`src/rtl/alu_arbiter_if.sv`:
```
// alu_arbiter_if: requester, response and datapath signal bundle for alu_arbiter.
// master = requesters + datapath side, slave = the arbiter itself.
interface alu_arbiter_if #(
    parameter int ADDRESS_WIDTH = 5,
    parameter int DATA_WIDTH    = 32
);
    logic                     req0_valid;
    logic                     req0_ready;
    logic [ADDRESS_WIDTH-1:0] req0_rs1;
    logic [ADDRESS_WIDTH-1:0] req0_rs2;
    logic [ADDRESS_WIDTH-1:0] req0_rd;
    logic [DATA_WIDTH-1:0]    req0_imm;
    logic                     req0_alusrc;
    logic                     req0_aluctrl;
    logic                     req0_wr;

    logic                     req1_valid;
    logic                     req1_ready;
    logic [ADDRESS_WIDTH-1:0] req1_rs1;
    logic [ADDRESS_WIDTH-1:0] req1_rs2;
    logic [ADDRESS_WIDTH-1:0] req1_rd;
    logic [DATA_WIDTH-1:0]    req1_imm;
    logic                     req1_alusrc;
    logic                     req1_aluctrl;
    logic                     req1_wr;

    logic                     rsp_valid;
    logic                     rsp_ready;
    logic                     rsp_id;
    logic [DATA_WIDTH-1:0]    rsp_data;
    logic                     rsp_eq;

    logic [ADDRESS_WIDTH-1:0] dp_rs1;
    logic [ADDRESS_WIDTH-1:0] dp_rs2;
    logic [ADDRESS_WIDTH-1:0] dp_rd;
    logic [DATA_WIDTH-1:0]    dp_imm;
    logic                     dp_alusrc;
    logic                     dp_aluctrl;
    logic                     dp_regwrite;
    logic [DATA_WIDTH-1:0]    dp_aluout;
    logic                     dp_eq;

    logic                     busy;

    modport master (
        output req0_valid, req0_rs1, req0_rs2, req0_rd, req0_imm,
               req0_alusrc, req0_aluctrl, req0_wr,
        input  req0_ready,
        output req1_valid, req1_rs1, req1_rs2, req1_rd, req1_imm,
               req1_alusrc, req1_aluctrl, req1_wr,
        input  req1_ready,
        input  rsp_valid, rsp_id, rsp_data, rsp_eq,
        output rsp_ready,
        input  dp_rs1, dp_rs2, dp_rd, dp_imm, dp_alusrc, dp_aluctrl, dp_regwrite,
        output dp_aluout, dp_eq,
        input  busy
    );

    modport slave (
        input  req0_valid, req0_rs1, req0_rs2, req0_rd, req0_imm,
               req0_alusrc, req0_aluctrl, req0_wr,
        output req0_ready,
        input  req1_valid, req1_rs1, req1_rs2, req1_rd, req1_imm,
               req1_alusrc, req1_aluctrl, req1_wr,
        output req1_ready,
        output rsp_valid, rsp_id, rsp_data, rsp_eq,
        input  rsp_ready,
        output dp_rs1, dp_rs2, dp_rd, dp_imm, dp_alusrc, dp_aluctrl, dp_regwrite,
        input  dp_aluout, dp_eq,
        output busy
    );
endinterface

```
`src/rtl/alu_arbiter.sv`:
```
// alu_arbiter: two-requester round-robin arbiter/sequencer for the shared
// regfile + ALU datapath. One op at a time: IDLE -> EXEC -> COMMIT -> RESP.
// Optional macro X0_GUARD_EN suppresses write-back to register 0.
module alu_arbiter #(
    parameter int ADDRESS_WIDTH = 5,
    parameter int DATA_WIDTH    = 32
) (
    input logic         clk,
    input logic         rst,
    alu_arbiter_if.slave bus
);
    typedef enum logic [1:0] {IDLE, EXEC, COMMIT, RESP} state_t;

    typedef struct packed {
        logic [ADDRESS_WIDTH-1:0] rs1;
        logic [ADDRESS_WIDTH-1:0] rs2;
        logic [ADDRESS_WIDTH-1:0] rd;
        logic [DATA_WIDTH-1:0]    imm;
        logic                     alusrc;
        logic                     aluctrl;
        logic                     wr;
    } cmd_t;

    state_t                state;
    state_t                state_next;
    cmd_t                  req0_cmd;
    cmd_t                  req1_cmd;
    cmd_t                  cmd_q;
    logic                  gnt0;
    logic                  gnt1;
    logic                  gnt_id_q;
    logic                  last_q;
    logic                  rsp_id_q;
    logic                  rsp_eq_q;
    logic [DATA_WIDTH-1:0] rsp_data_q;

    assign req0_cmd = {bus.req0_rs1, bus.req0_rs2, bus.req0_rd, bus.req0_imm,
                       bus.req0_alusrc, bus.req0_aluctrl, bus.req0_wr};
    assign req1_cmd = {bus.req1_rs1, bus.req1_rs2, bus.req1_rd, bus.req1_imm,
                       bus.req1_alusrc, bus.req1_aluctrl, bus.req1_wr};

    // Grant only in IDLE; on a tie the requester not granted last wins.
    always_comb begin
        gnt0 = 1'b0;
        gnt1 = 1'b0;
        if (state == IDLE) begin
            if (bus.req0_valid && bus.req1_valid) begin
                gnt0 = last_q;
                gnt1 = !last_q;
            end else begin
                gnt0 = bus.req0_valid;
                gnt1 = bus.req1_valid;
            end
        end
    end

    // Next-state sequencing: fixed three-cycle run, then wait on the consumer.
    always_comb begin
        state_next = state;
        unique case (state)
            IDLE:    if (gnt0 || gnt1) state_next = EXEC;
            EXEC:    state_next = COMMIT;
            COMMIT:  state_next = RESP;
            RESP:    if (bus.rsp_ready) state_next = IDLE;
            default: state_next = IDLE;
        endcase
    end

    // State register.
    always_ff @(posedge clk or posedge rst) begin
        if (rst) state <= IDLE;
        else     state <= state_next;
    end

    // Command latch on grant; response capture and priority update at COMMIT.
    always_ff @(posedge clk or posedge rst) begin
        if (rst) begin
            cmd_q      <= '0;
            gnt_id_q   <= 1'b0;
            last_q     <= 1'b1;
            rsp_id_q   <= 1'b0;
            rsp_eq_q   <= 1'b0;
            rsp_data_q <= '0;
        end else begin
            if (gnt0) begin
                cmd_q    <= req0_cmd;
                gnt_id_q <= 1'b0;
            end else if (gnt1) begin
                cmd_q    <= req1_cmd;
                gnt_id_q <= 1'b1;
            end
            if (state == COMMIT) begin
                rsp_data_q <= bus.dp_aluout;
                rsp_eq_q   <= bus.dp_eq;
                rsp_id_q   <= gnt_id_q;
                last_q     <= gnt_id_q;
            end
        end
    end

    // Datapath control is decoded from state so it drops with reset immediately.
    always_comb begin
        bus.dp_rs1      = '0;
        bus.dp_rs2      = '0;
        bus.dp_rd       = '0;
        bus.dp_imm      = '0;
        bus.dp_alusrc   = 1'b0;
        bus.dp_aluctrl  = 1'b0;
        bus.dp_regwrite = 1'b0;
        if (state == EXEC || state == COMMIT) begin
            bus.dp_rs1     = cmd_q.rs1;
            bus.dp_rs2     = cmd_q.rs2;
            bus.dp_rd      = cmd_q.rd;
            bus.dp_imm     = cmd_q.imm;
            bus.dp_alusrc  = cmd_q.alusrc;
            bus.dp_aluctrl = cmd_q.aluctrl;
        end
        if (state == COMMIT) begin
`ifdef X0_GUARD_EN
            bus.dp_regwrite = cmd_q.wr && (cmd_q.rd != '0);
`else
            bus.dp_regwrite = cmd_q.wr;
`endif
        end
    end

    assign bus.req0_ready = gnt0;
    assign bus.req1_ready = gnt1;
    assign bus.rsp_valid  = (state == RESP);
    assign bus.rsp_id     = rsp_id_q;
    assign bus.rsp_data   = rsp_data_q;
    assign bus.rsp_eq     = rsp_eq_q;
    assign bus.busy       = (state != IDLE);
endmodule

```
`src/flat_wrapper.sv`:
```
// flat-port wrapper written by rule: the top's interface ports become plain ports
module alu_arbiter_flat 
#(
    parameter int ADDRESS_WIDTH = 5,
    parameter int DATA_WIDTH    = 32
)
  (clk, rst, bus_req0_valid, bus_req0_rs1, bus_req0_rs2, bus_req0_rd, bus_req0_imm, bus_req0_alusrc, bus_req0_aluctrl, bus_req0_wr, bus_req0_ready, bus_req1_valid, bus_req1_rs1, bus_req1_rs2, bus_req1_rd, bus_req1_imm, bus_req1_alusrc, bus_req1_aluctrl, bus_req1_wr, bus_req1_ready, bus_rsp_valid, bus_rsp_id, bus_rsp_data, bus_rsp_eq, bus_rsp_ready, bus_dp_rs1, bus_dp_rs2, bus_dp_rd, bus_dp_imm, bus_dp_alusrc, bus_dp_aluctrl, bus_dp_regwrite, bus_dp_aluout, bus_dp_eq, bus_busy);
  alu_arbiter_if #(.ADDRESS_WIDTH(ADDRESS_WIDTH), .DATA_WIDTH(DATA_WIDTH)) bus_i ();
  input logic clk;
  input logic rst;
  input wire logic [$bits(bus_i.req0_valid)-1:0] bus_req0_valid;
  input wire logic [$bits(bus_i.req0_rs1)-1:0] bus_req0_rs1;
  input wire logic [$bits(bus_i.req0_rs2)-1:0] bus_req0_rs2;
  input wire logic [$bits(bus_i.req0_rd)-1:0] bus_req0_rd;
  input wire logic [$bits(bus_i.req0_imm)-1:0] bus_req0_imm;
  input wire logic [$bits(bus_i.req0_alusrc)-1:0] bus_req0_alusrc;
  input wire logic [$bits(bus_i.req0_aluctrl)-1:0] bus_req0_aluctrl;
  input wire logic [$bits(bus_i.req0_wr)-1:0] bus_req0_wr;
  output wire logic [$bits(bus_i.req0_ready)-1:0] bus_req0_ready;
  input wire logic [$bits(bus_i.req1_valid)-1:0] bus_req1_valid;
  input wire logic [$bits(bus_i.req1_rs1)-1:0] bus_req1_rs1;
  input wire logic [$bits(bus_i.req1_rs2)-1:0] bus_req1_rs2;
  input wire logic [$bits(bus_i.req1_rd)-1:0] bus_req1_rd;
  input wire logic [$bits(bus_i.req1_imm)-1:0] bus_req1_imm;
  input wire logic [$bits(bus_i.req1_alusrc)-1:0] bus_req1_alusrc;
  input wire logic [$bits(bus_i.req1_aluctrl)-1:0] bus_req1_aluctrl;
  input wire logic [$bits(bus_i.req1_wr)-1:0] bus_req1_wr;
  output wire logic [$bits(bus_i.req1_ready)-1:0] bus_req1_ready;
  output wire logic [$bits(bus_i.rsp_valid)-1:0] bus_rsp_valid;
  output wire logic [$bits(bus_i.rsp_id)-1:0] bus_rsp_id;
  output wire logic [$bits(bus_i.rsp_data)-1:0] bus_rsp_data;
  output wire logic [$bits(bus_i.rsp_eq)-1:0] bus_rsp_eq;
  input wire logic [$bits(bus_i.rsp_ready)-1:0] bus_rsp_ready;
  output wire logic [$bits(bus_i.dp_rs1)-1:0] bus_dp_rs1;
  output wire logic [$bits(bus_i.dp_rs2)-1:0] bus_dp_rs2;
  output wire logic [$bits(bus_i.dp_rd)-1:0] bus_dp_rd;
  output wire logic [$bits(bus_i.dp_imm)-1:0] bus_dp_imm;
  output wire logic [$bits(bus_i.dp_alusrc)-1:0] bus_dp_alusrc;
  output wire logic [$bits(bus_i.dp_aluctrl)-1:0] bus_dp_aluctrl;
  output wire logic [$bits(bus_i.dp_regwrite)-1:0] bus_dp_regwrite;
  input wire logic [$bits(bus_i.dp_aluout)-1:0] bus_dp_aluout;
  input wire logic [$bits(bus_i.dp_eq)-1:0] bus_dp_eq;
  output wire logic [$bits(bus_i.busy)-1:0] bus_busy;
  assign bus_i.req0_valid = bus_req0_valid;
  assign bus_i.req0_rs1 = bus_req0_rs1;
  assign bus_i.req0_rs2 = bus_req0_rs2;
  assign bus_i.req0_rd = bus_req0_rd;
  assign bus_i.req0_imm = bus_req0_imm;
  assign bus_i.req0_alusrc = bus_req0_alusrc;
  assign bus_i.req0_aluctrl = bus_req0_aluctrl;
  assign bus_i.req0_wr = bus_req0_wr;
  assign bus_req0_ready = bus_i.req0_ready;
  assign bus_i.req1_valid = bus_req1_valid;
  assign bus_i.req1_rs1 = bus_req1_rs1;
  assign bus_i.req1_rs2 = bus_req1_rs2;
  assign bus_i.req1_rd = bus_req1_rd;
  assign bus_i.req1_imm = bus_req1_imm;
  assign bus_i.req1_alusrc = bus_req1_alusrc;
  assign bus_i.req1_aluctrl = bus_req1_aluctrl;
  assign bus_i.req1_wr = bus_req1_wr;
  assign bus_req1_ready = bus_i.req1_ready;
  assign bus_rsp_valid = bus_i.rsp_valid;
  assign bus_rsp_id = bus_i.rsp_id;
  assign bus_rsp_data = bus_i.rsp_data;
  assign bus_rsp_eq = bus_i.rsp_eq;
  assign bus_i.rsp_ready = bus_rsp_ready;
  assign bus_dp_rs1 = bus_i.dp_rs1;
  assign bus_dp_rs2 = bus_i.dp_rs2;
  assign bus_dp_rd = bus_i.dp_rd;
  assign bus_dp_imm = bus_i.dp_imm;
  assign bus_dp_alusrc = bus_i.dp_alusrc;
  assign bus_dp_aluctrl = bus_i.dp_aluctrl;
  assign bus_dp_regwrite = bus_i.dp_regwrite;
  assign bus_i.dp_aluout = bus_dp_aluout;
  assign bus_i.dp_eq = bus_dp_eq;
  assign bus_busy = bus_i.busy;
  alu_arbiter #(.ADDRESS_WIDTH(ADDRESS_WIDTH), .DATA_WIDTH(DATA_WIDTH)) u_core (.clk(clk), .rst(rst), .bus(bus_i));
endmodule
```
`config.mk`:
```
export PLATFORM = sky130hd
export DESIGN_NAME = alu_arbiter_flat
export DESIGN_NICKNAME = d
export VERILOG_FILES = /design/src/rtl/alu_arbiter_if.sv /design/src/rtl/alu_arbiter.sv /design/src/flat_wrapper.sv
export SDC_FILE = /design/constraint.sdc
export NUM_CORES = 1
export LEC_CHECK = 0
export CAP_MARGIN = 20
export CELL_PAD_IN_SITES_DETAIL_PLACEMENT = 0
export CELL_PAD_IN_SITES_GLOBAL_PLACEMENT = 2
export CORE_ASPECT_RATIO = 1.75
export CORE_MARGIN = 8
export CORE_UTILIZATION = 24
export CTS_CLUSTER_SIZE = 10
export DETAILED_ROUTE_END_ITERATION = 12
export GPL_ROUTABILITY_DRIVEN = 0
export HOLD_SLACK_MARGIN = 0.02
export PLACE_DENSITY_LB_ADDON = 0.2
export SYNTH_ARGS = -nofsm -noshare
export SYNTH_HDL_FRONTEND = slang
export SYNTH_SLANG_ARGS = --single-unit
```
`constraint.sdc`:
```
create_clock -name clk -period 8 [get_ports clk]
set_input_delay 1.6 -clock clk [delete_from_list [all_inputs] [get_ports clk]]
set_output_delay 1.6 -clock clk [all_outputs]
set_load 0.03 [all_outputs]
```
==> Word level (Yosys, flattened, before mapping) <==
Index checks and enable logic that the tools add are counted.
{ "op_classes": {"mux": 18, "n_reduce_logical": 8, "n_eq_ne": 5} }
{ "op_table": {"columns": ["operator", "count"], "rows": [
  ["$mux W50", 2],
  ["$mux W32", 1],
  ["$mux W5", 3],
  ["$mux W1", 9],
  ["$pmux W2 S4", 1],
  ["$eq A2 B2 Y1 const B", 2],
  ["$mux W2", 2],
  ["$reduce_bool A2 Y1", 2],
  ["$eq A2 B1 Y1 const B", 1],
  ["$logic_not A2 Y1", 1],
  ["$logic_or A1 B1 Y1", 2],
  ["$ne A2 B1 Y1 const B", 1],
  ["$ne A2 B2 Y1 const B", 1],
  ["$reduce_and A2 Y1", 1],
  ["$logic_and A1 B1 Y1", 1],
  ["$logic_not A1 Y1", 1]
]} }
{ "totals": {"output_inout_bits": 88, "ff_bits": 88} }

==> Longest topological paths before layout <==
Gate-level depths: netlist (run 1).
{ "logic_depth": {"word_depth": 6, "mapped_depth": 6, "ltp_nobuf": 5} }

==> Worst setup path after synthesis (run 1) <==
OpenSTA, ideal clock, no wires.
{ "synth_timing": {"path_kind": "input port to output port", "startpoint": "input bus_req0_valid", "endpoint": "output bus_req0_ready", "stages": 3, "required_time_ns": 6.400, "path_buffers": 1, "t_arrival_ns": 2.126, "path_slack_ns": 4.274, "path_cell_list": "nand2_1 a21oi_2 buf_2"} }
{ "synth_via": {"elab_chain_len": 3} }
{ "synth_rtl": {"columns": ["element", "line_no", "source"], "rows": [
  ["from (decl)", "flat_wrapper.sv:11", "input wire logic [$bits(bus_i.req0_valid)-1:0] bus_req0_valid;"],
  ["$logic_and A1 B1 Y1", "alu_arbiter.sv:47", "if (bus.req0_valid && bus.req1_valid) begin"],
  ["$mux W1 (*)", "alu_arbiter.sv:47", null],
  ["$mux W1 (*)", "alu_arbiter.sv:46", "if (state == IDLE) begin"],
  ["to (decl)", "flat_wrapper.sv:19", "output wire logic [$bits(bus_i.req0_ready)-1:0] bus_req0_ready;"]
]} }
Every way passes the cells marked *; elsewhere a longest branch is shown, timed or not.

==> Worst setup path in the final report (run 1) <==
{ "layout_timing": {"startpoint": "input bus_req1_valid", "endpoint": "output bus_req1_ready"} }
{ "layout_via": {"elab_chain_len": 3} }
{ "layout_rtl": {"columns": ["element", "line_no", "source"], "rows": [
  ["from (decl)", "flat_wrapper.sv:20", "input wire logic [$bits(bus_i.req1_valid)-1:0] bus_req1_valid;"],
  ["$logic_and A1 B1 Y1", "alu_arbiter.sv:47", null],
  ["$mux W1 (*)", "alu_arbiter.sv:47", null],
  ["$mux W1 (*)", "alu_arbiter.sv:46", null],
  ["to (decl)", "flat_wrapper.sv:28", "output wire logic [$bits(bus_i.req1_ready)-1:0] bus_req1_ready;"]
]} }
Marks and branches as above.

==> flow_metrics.env, run 1 <==
export IMPL_outcome="finished, final reports clean"
export IMPL_worstPathRequired_ps=6400
export IMPL_grt_pass1_vias=3772
export IMPL_cp_endpoint="bus_req1_ready"
export IMPL_worst_path_max_fanout=52
export IMPL_rrSetupSlack_ps=6050
export IMPL_drt_initial_drc_count=111
export IMPL_power_density_mw_per_mm2=450
export IMPL_die_width_um=113
export IMPL_grt_max_degree=53
export IMPL_ys_top_cells_by_area="dfrtp_1 55%, a221o_1 13%, mux2_2 9.6%, and2_1 9.3%, and2_0 6.4%"
export IMPL_track_usage_pct=13.9
export IMPL_clk_path_buf_depth=2
export IMPL_synth_net_count=462
export IMPL_ys_ff_latch=88
export IMPL_dp_cells=751
export IMPL_final_common_cell="clkdlybuf4s50_1"
export IMPL_clock_fmax_mhz=185
export IMPL_wl_per_cell_um=19.2
export IMPL_syn_inst=320
export IMPL_routed_via_density=4.41
export IMPL_cts_buffers=9
export IMPL_post_dp_hpwl_mm=11.0
export IMPL_post_cts_buffers=0
export IMPL_ys_types=18
export IMPL_vias=3389
export IMPL_port_buffers=225
export IMPL_ant_nets=0
export IMPL_antenna_found_initial=1
export IMPL_cp_arrival_ps=3800
export IMPL_maxSlewHeadroom_pct=43.8
export IMPL_ir_drop_mv=0.156
export IMPL_synth_top_cell_area_share_pct=54.7
export IMPL_rsz0062_at_grt="false"
export IMPL_path_clk_slew_ps=70
export IMPL_cts_hold_buffers=0
export IMPL_period_minus_slack_ps=5400
export IMPL_r2r_end="u_core.cmd_q[14]$_DFFE_PP0P_"
export IMPL_fin_cells=768
export IMPL_hold_path_class="reg -> reg"
export IMPL_overflow=0
export IMPL_final_period_utilization_pct=67.5
export IMPL_slowest_stage="clkdlybuf4s50_1"
export IMPL_syn_area_mm2=0.00398
export IMPL_layout_common_cells="225 x clkdlybuf4s50_1, 87 x dfrtp_1, 59 x and2_1"
export IMPL_r2r_start="u_core.state[0]$_DFFE_PP0P_"
export IMPL_crit_path_start="bus_req1_valid"
export IMPL_critical_path_buf_inv_count=3
export IMPL_final_setup_tns_ps=0
export IMPL_crit_path_max_incr_delay_ps=800
export IMPL_final_net_count=680
export IMPL_core_area_mm2=0.0164
export IMPL_yosysTopAreaCell="dfrtp_1"
export IMPL_cp_cell_sequence="clkdlybuf4s50_1, nand2_1, a21oi_4, buf_4, clkdlybuf4s50_1"
export IMPL_leakage_nw=2.75
export IMPL_syn_to_final_growth_pct=71.1
export IMPL_cp_depth=5
export IMPL_place_area_mm2=0.00649
export IMPL_dr_pass1_iters=4
export IMPL_finalMaxSlewViolations=0
export IMPL_root_buffer="clkbuf_16"
export IMPL_initial_core_util_pct=24.3
export IMPL_crit_path_end_kind="output pin"
export IMPL_ys_seq_area_share_pct=55.4
export IMPL_worst_pin_slew_ps=844
export IMPL_whs_path_depth=2
export IMPL_crit_family="buffers and inverters"
export IMPL_path_common_cell="clkdlybuf4s50_1"
export IMPL_cap_violations=0
export IMPL_cp_start_kind="input pin"
export IMPL_row_count=62
export IMPL_postLayoutCellArea_mm2=0.00681
export IMPL_n_fill_cell=1589
export IMPL_synth_area_per_cell_um2=12.4
export IMPL_criticalPathCategory="in -> out"
export IMPL_cts_tree="done"
export IMPL_clock_skew_final_ps=11.6
export IMPL_grt_pass1_wl_mm=22.5
export IMPL_drt_wl_total_mm=14.7
export IMPL_setup_violations=0
export IMPL_cts_max_level=3
export IMPL_worstSkewPairLatency_ps=340
export IMPL_dieArea_mm2=0.0211
export IMPL_die_h_um=186
export IMPL_cts_sinks=88
export IMPL_drive_above_1_share_pct=10.9
export IMPL_ioPinCount=226
export IMPL_drcViolationCount=0
export IMPL_cts_resized=0
export IMPL_r2r_cells=6
export IMPL_ys_warn_count=0
export IMPL_finalHoldViolCount=0
layout make-up:
class | count | area (um2) | share of cell area (%)
Timing Repair Buffer | 231 | 2320 | 34.0
Sequential cell | 88 | 2200 | 32.4
Multi-Input combinational cell | 200 | 1660 | 24.4
Tap cell | 224 | 280 | 4.12
Clock buffer | 11 | 233 | 3.42
Clock inverter | 5 | 81.3 | 1.19
Inverter | 8 | 31.3 | 0.459
Antenna cell | 1 | 2.50 | 0.0368
per-stage QoR:
stage | util, % | worst slack, ps | hold slack, ps | total power [mW]
global route | 41.6 | 2500 | 517 | 3.25
finish | 41.6 | 2600 | 501 | 3.07
global placement | 39.5 | 2570 | 486 | 2.63
detailed placement | 39.7 | 2550 | 495 | 2.66
CTS | 41.6 | 2550 | 509 | 3.13
floorplan | - | 4120 | 467 | 1.87
worst register-to-register path, delay by kind of cell, from the launching register on:
kind                       cells  cell delay, ps
buffers and inverters          2             640
AOI/OAI and AO/OA              2             440
and+or+nand+nor                1             130
DFF                            1             380
adders and majority gates      1             300
worst min path at each step:
stage | from | end | slack, ps
2_1_floorplan | u_core.gnt_id_q$_DFFE_PP0P_ | u_core.bus.rsp_id$_DFFE_PP0N_ | 470
3_3_place_gp | u_core.gnt_id_q$_DFFE_PP0P_ | u_core.bus.rsp_id$_DFFE_PP0N_ | 490
3_5_place_dp | u_core.bus.rsp_data[21]$_DFFE_PP0N_ | u_core.bus.rsp_data[21]$_DFFE_PP0N_ | 490
4_1_cts | u_core.bus.rsp_data[25]$_DFFE_PP0N_ | u_core.bus.rsp_data[25]$_DFFE_PP0N_ | 510
5_1_grt | u_core.bus.rsp_data[26]$_DFFE_PP0N_ | u_core.bus.rsp_data[26]$_DFFE_PP0N_ | 520
6_report | u_core.gnt_id_q$_DFFE_PP0P_ | u_core.bus.rsp_id$_DFFE_PP0N_ | 500
synthesized netlist by cell type (all sizes together):
cell    instances
clkbuf          9
o21bai          1
a21oi           2
buf            15
nor2            1
mux2           34
dfstp           1
nand2           3
a221o          50
mux2i           1
and2          100
o21ai           3
dfrtp          87
o32a            1
ha              4
inv             8
state kept, by name, indices dropped and copies added (netlist names):
name and count:
u_core.bus.rsp_data 32, u_core.bus.rsp_eq 1, u_core.bus.rsp_id 1, u_core.cmd_q 50
u_core.gnt_id_q 1, u_core.last_q 1, u_core.state 2
power breakdown:
group          internal [mW]  leakage, nW  switching, mW
clock network          0.274        0.150          0.178
registers              0.669         1.06          0.101
logic                  0.844         1.53          0.998
total                   1.79         2.75           1.28
metal layers:
layer  up-vias  track usage, %  share of wire, %
met4         0            5.15               2.3
met3        16            4.53               6.9
met1      1663            13.8                36
li1       1575               -                 -
met2       135            25.8                55
met5         -               0                 0
kinds of logic (layout without fill, tap and decap cells):
kind of cell | Yosys count | count (layout) | synth area share (%)
and+or+nand+nor | 104 | 104 | 16.1
adders and majority gates | 4 | 4 | 1.26
muxes | 35 | 35 | 9.87
DFF | 88 | 88 | 55.4
buffers and inverters | 32 | 255 | 3.49
AOI/OAI and AO/OA | 57 | 57 | 13.9
other | 0 | 1 | 0
No activity file was read; power rests on OpenSTA's default activity.
==> run 2: changes to the inputs <==
Settings changed: CORE_UTILIZATION 24 to 20.
Clock period 8 ns to 4.95 ns, I/O delays scaled along.
==> flow_metrics.env, run 2 (synthesis results as in run 1) <==
export IMPL_outcome="finished, final reports clean"
export IMPL_final_common_cell="clkdlybuf4s50_1"
export IMPL_dr_pass1_iters=4
export IMPL_fin_cells=789
export IMPL_period_minus_slack_ps=3820
export IMPL_rsz0062_at_grt="false"
export IMPL_port_buffers=225
export IMPL_cts_resized=0
export IMPL_worst_pin_slew_ps=825
export IMPL_root_buffer="clkbuf_16"
export IMPL_clock_fmax_mhz=261
export IMPL_cp_cell_sequence="inv_1, ha_1, buf_4, and2_1, clkdlybuf4s50_1"
export IMPL_clock_skew_final_ps=5.87
export IMPL_antenna_found_initial=1
export IMPL_crit_path_end_kind="output pin"
export IMPL_power_density_mw_per_mm2=727
export IMPL_setup_violations=0
export IMPL_critical_path_buf_inv_count=3
export IMPL_die_h_um=203
export IMPL_track_usage_pct=13.1
export IMPL_grt_max_degree=52
export IMPL_finalMaxSlewViolations=0
export IMPL_post_cts_buffers=0
export IMPL_finalHoldViolCount=0
export IMPL_die_width_um=123
export IMPL_utilization_pct=34.7
export IMPL_cp_depth=5
export IMPL_cts_max_level=3
export IMPL_fin_ws_ps=1130
export IMPL_r2r_start="u_core.state[0]$_DFFE_PP0P_"
export IMPL_crit_path_max_incr_delay_ps=820
export IMPL_grt_pass1_vias=3759
export IMPL_drcViolationCount=0
export IMPL_row_count=68
export IMPL_post_dp_hpwl_mm=11.9
export IMPL_ant_nets=0
export IMPL_worstSkewPairLatency_ps=340
export IMPL_criticalPathCategory="reg -> out"
export IMPL_wl_per_cell_um=20.3
export IMPL_dp_cells=774
export IMPL_cp_arrival_ps=2830
export IMPL_maxSlewHeadroom_pct=45.0
export IMPL_whs_path_depth=1
export IMPL_crit_family="buffers and inverters"
export IMPL_cts_buffers=9
export IMPL_initial_core_util_pct=20.3
export IMPL_n_fill_cell=2053
export IMPL_min_from="u_core.bus.rsp_data[28]$_DFFE_PP0N_"
export IMPL_largest_reg_flops=50
export IMPL_vias=3377
export IMPL_syn_to_final_growth_pct=71.5
export IMPL_drive_above_1_share_pct=11.2
export IMPL_overflow=0
export IMPL_final_net_count=682
export IMPL_grt_pass1_wl_mm=24.0
export IMPL_top_register="u_core.cmd_q"
export IMPL_layout_common_cells="225 x clkdlybuf4s50_1, 87 x dfrtp_1, 59 x and2_1"
export IMPL_path_clk_slew_ps=70
export IMPL_routed_via_density=4.28
export IMPL_slowest_stage="ha_1"
export IMPL_clk_path_buf_depth=2
export IMPL_cts_hold_buffers=0
export IMPL_cap_violations=0
export IMPL_core_area_mm2=0.0197
export IMPL_leakage_nw=2.75
export IMPL_power_mw=4.97
export IMPL_final_period_utilization_pct=77.3
export IMPL_hold_path_class="reg -> reg"
export IMPL_dp_slack_ps=1360
export IMPL_dieArea_mm2=0.0248
export IMPL_cts_tree="done"
export IMPL_ir_drop_mv=0.285
export IMPL_cts_sinks=88
export IMPL_r2r_end="u_core.cmd_q[12]$_DFFE_PP0P_"
export IMPL_drt_wl_total_mm=16.0
export IMPL_rrSetupSlack_ps=2940
export IMPL_r2r_cells=6
export IMPL_whs_endpoint="u_core.bus.rsp_data[28]$_DFFE_PP0N_"
export IMPL_ioPinCount=226
export IMPL_cp_start_kind="flop"
export IMPL_worstPathRequired_ps=3960
export IMPL_worst_path_max_fanout=26
export IMPL_drt_initial_drc_count=108
export IMPL_final_setup_tns_ps=0
run 2: per-layer routing:
metal  global-route usage, %  routed length (um)  vias up  part of all wire [%]
met5                       0                   0        -                     0
met4                    5.43                 234        0                   1.5
met3                    3.48                1030       10                   6.4
met2                    24.2                9010      125                    56
met1                    13.4                5730     1666                    36
li1                        -                   -     1576                     -
run 2: layout make-up:
class | instances | area, um2 | share of cell area (%)
Timing Repair Buffer | 233 | 2310 | 33.9
Sequential cell | 88 | 2200 | 32.3
Multi-Input combinational cell | 200 | 1660 | 24.3
Tap cell | 245 | 307 | 4.49
Clock buffer | 10 | 239 | 3.50
Clock inverter | 4 | 70.1 | 1.03
Inverter | 8 | 31.3 | 0.458
Antenna cell | 1 | 2.50 | 0.0367
run 2: metrics by stage:
stage	area (um2)	hold slack, ps
final	6830	504
after global routing	6830	522
after CTS	6820	509
after detailed placement	6510	495
after global placement	6510	490
after floorplan	3980	467
run 2: worst max path at each step:
| stage | from | end | slack [ps] |
|---|---|---|---|
| global placement | bus_req1_valid | bus_req1_ready | 1370 |
| CTS | u_core.state[1]$_DFFE_PP0P_ | bus_dp_imm[0] | 970 |
| global route | u_core.state[1]$_DFFE_PP0P_ | bus_dp_rd[2] | 890 |
| finish | u_core.state[1]$_DFFE_PP0P_ | bus_dp_rd[3] | 1130 |
| floorplan | rst | u_core.bus.rsp_data[0]$_DFFE_PP0N_ | 1680 |
| detailed placement | bus_req1_valid | bus_req1_ready | 1360 |
run 2: power by group:
part | switching [mW] | leakage [nW] | total [mW] | internal, mW
clock network | 0.292 | 0.154 | 0.741 | 0.449
registers | 0.172 | 1.06 | 1.25 | 1.08
logic | 1.61 | 1.54 | 2.97 | 1.36
total | 2.07 | 2.75 | 4.97 | 2.89
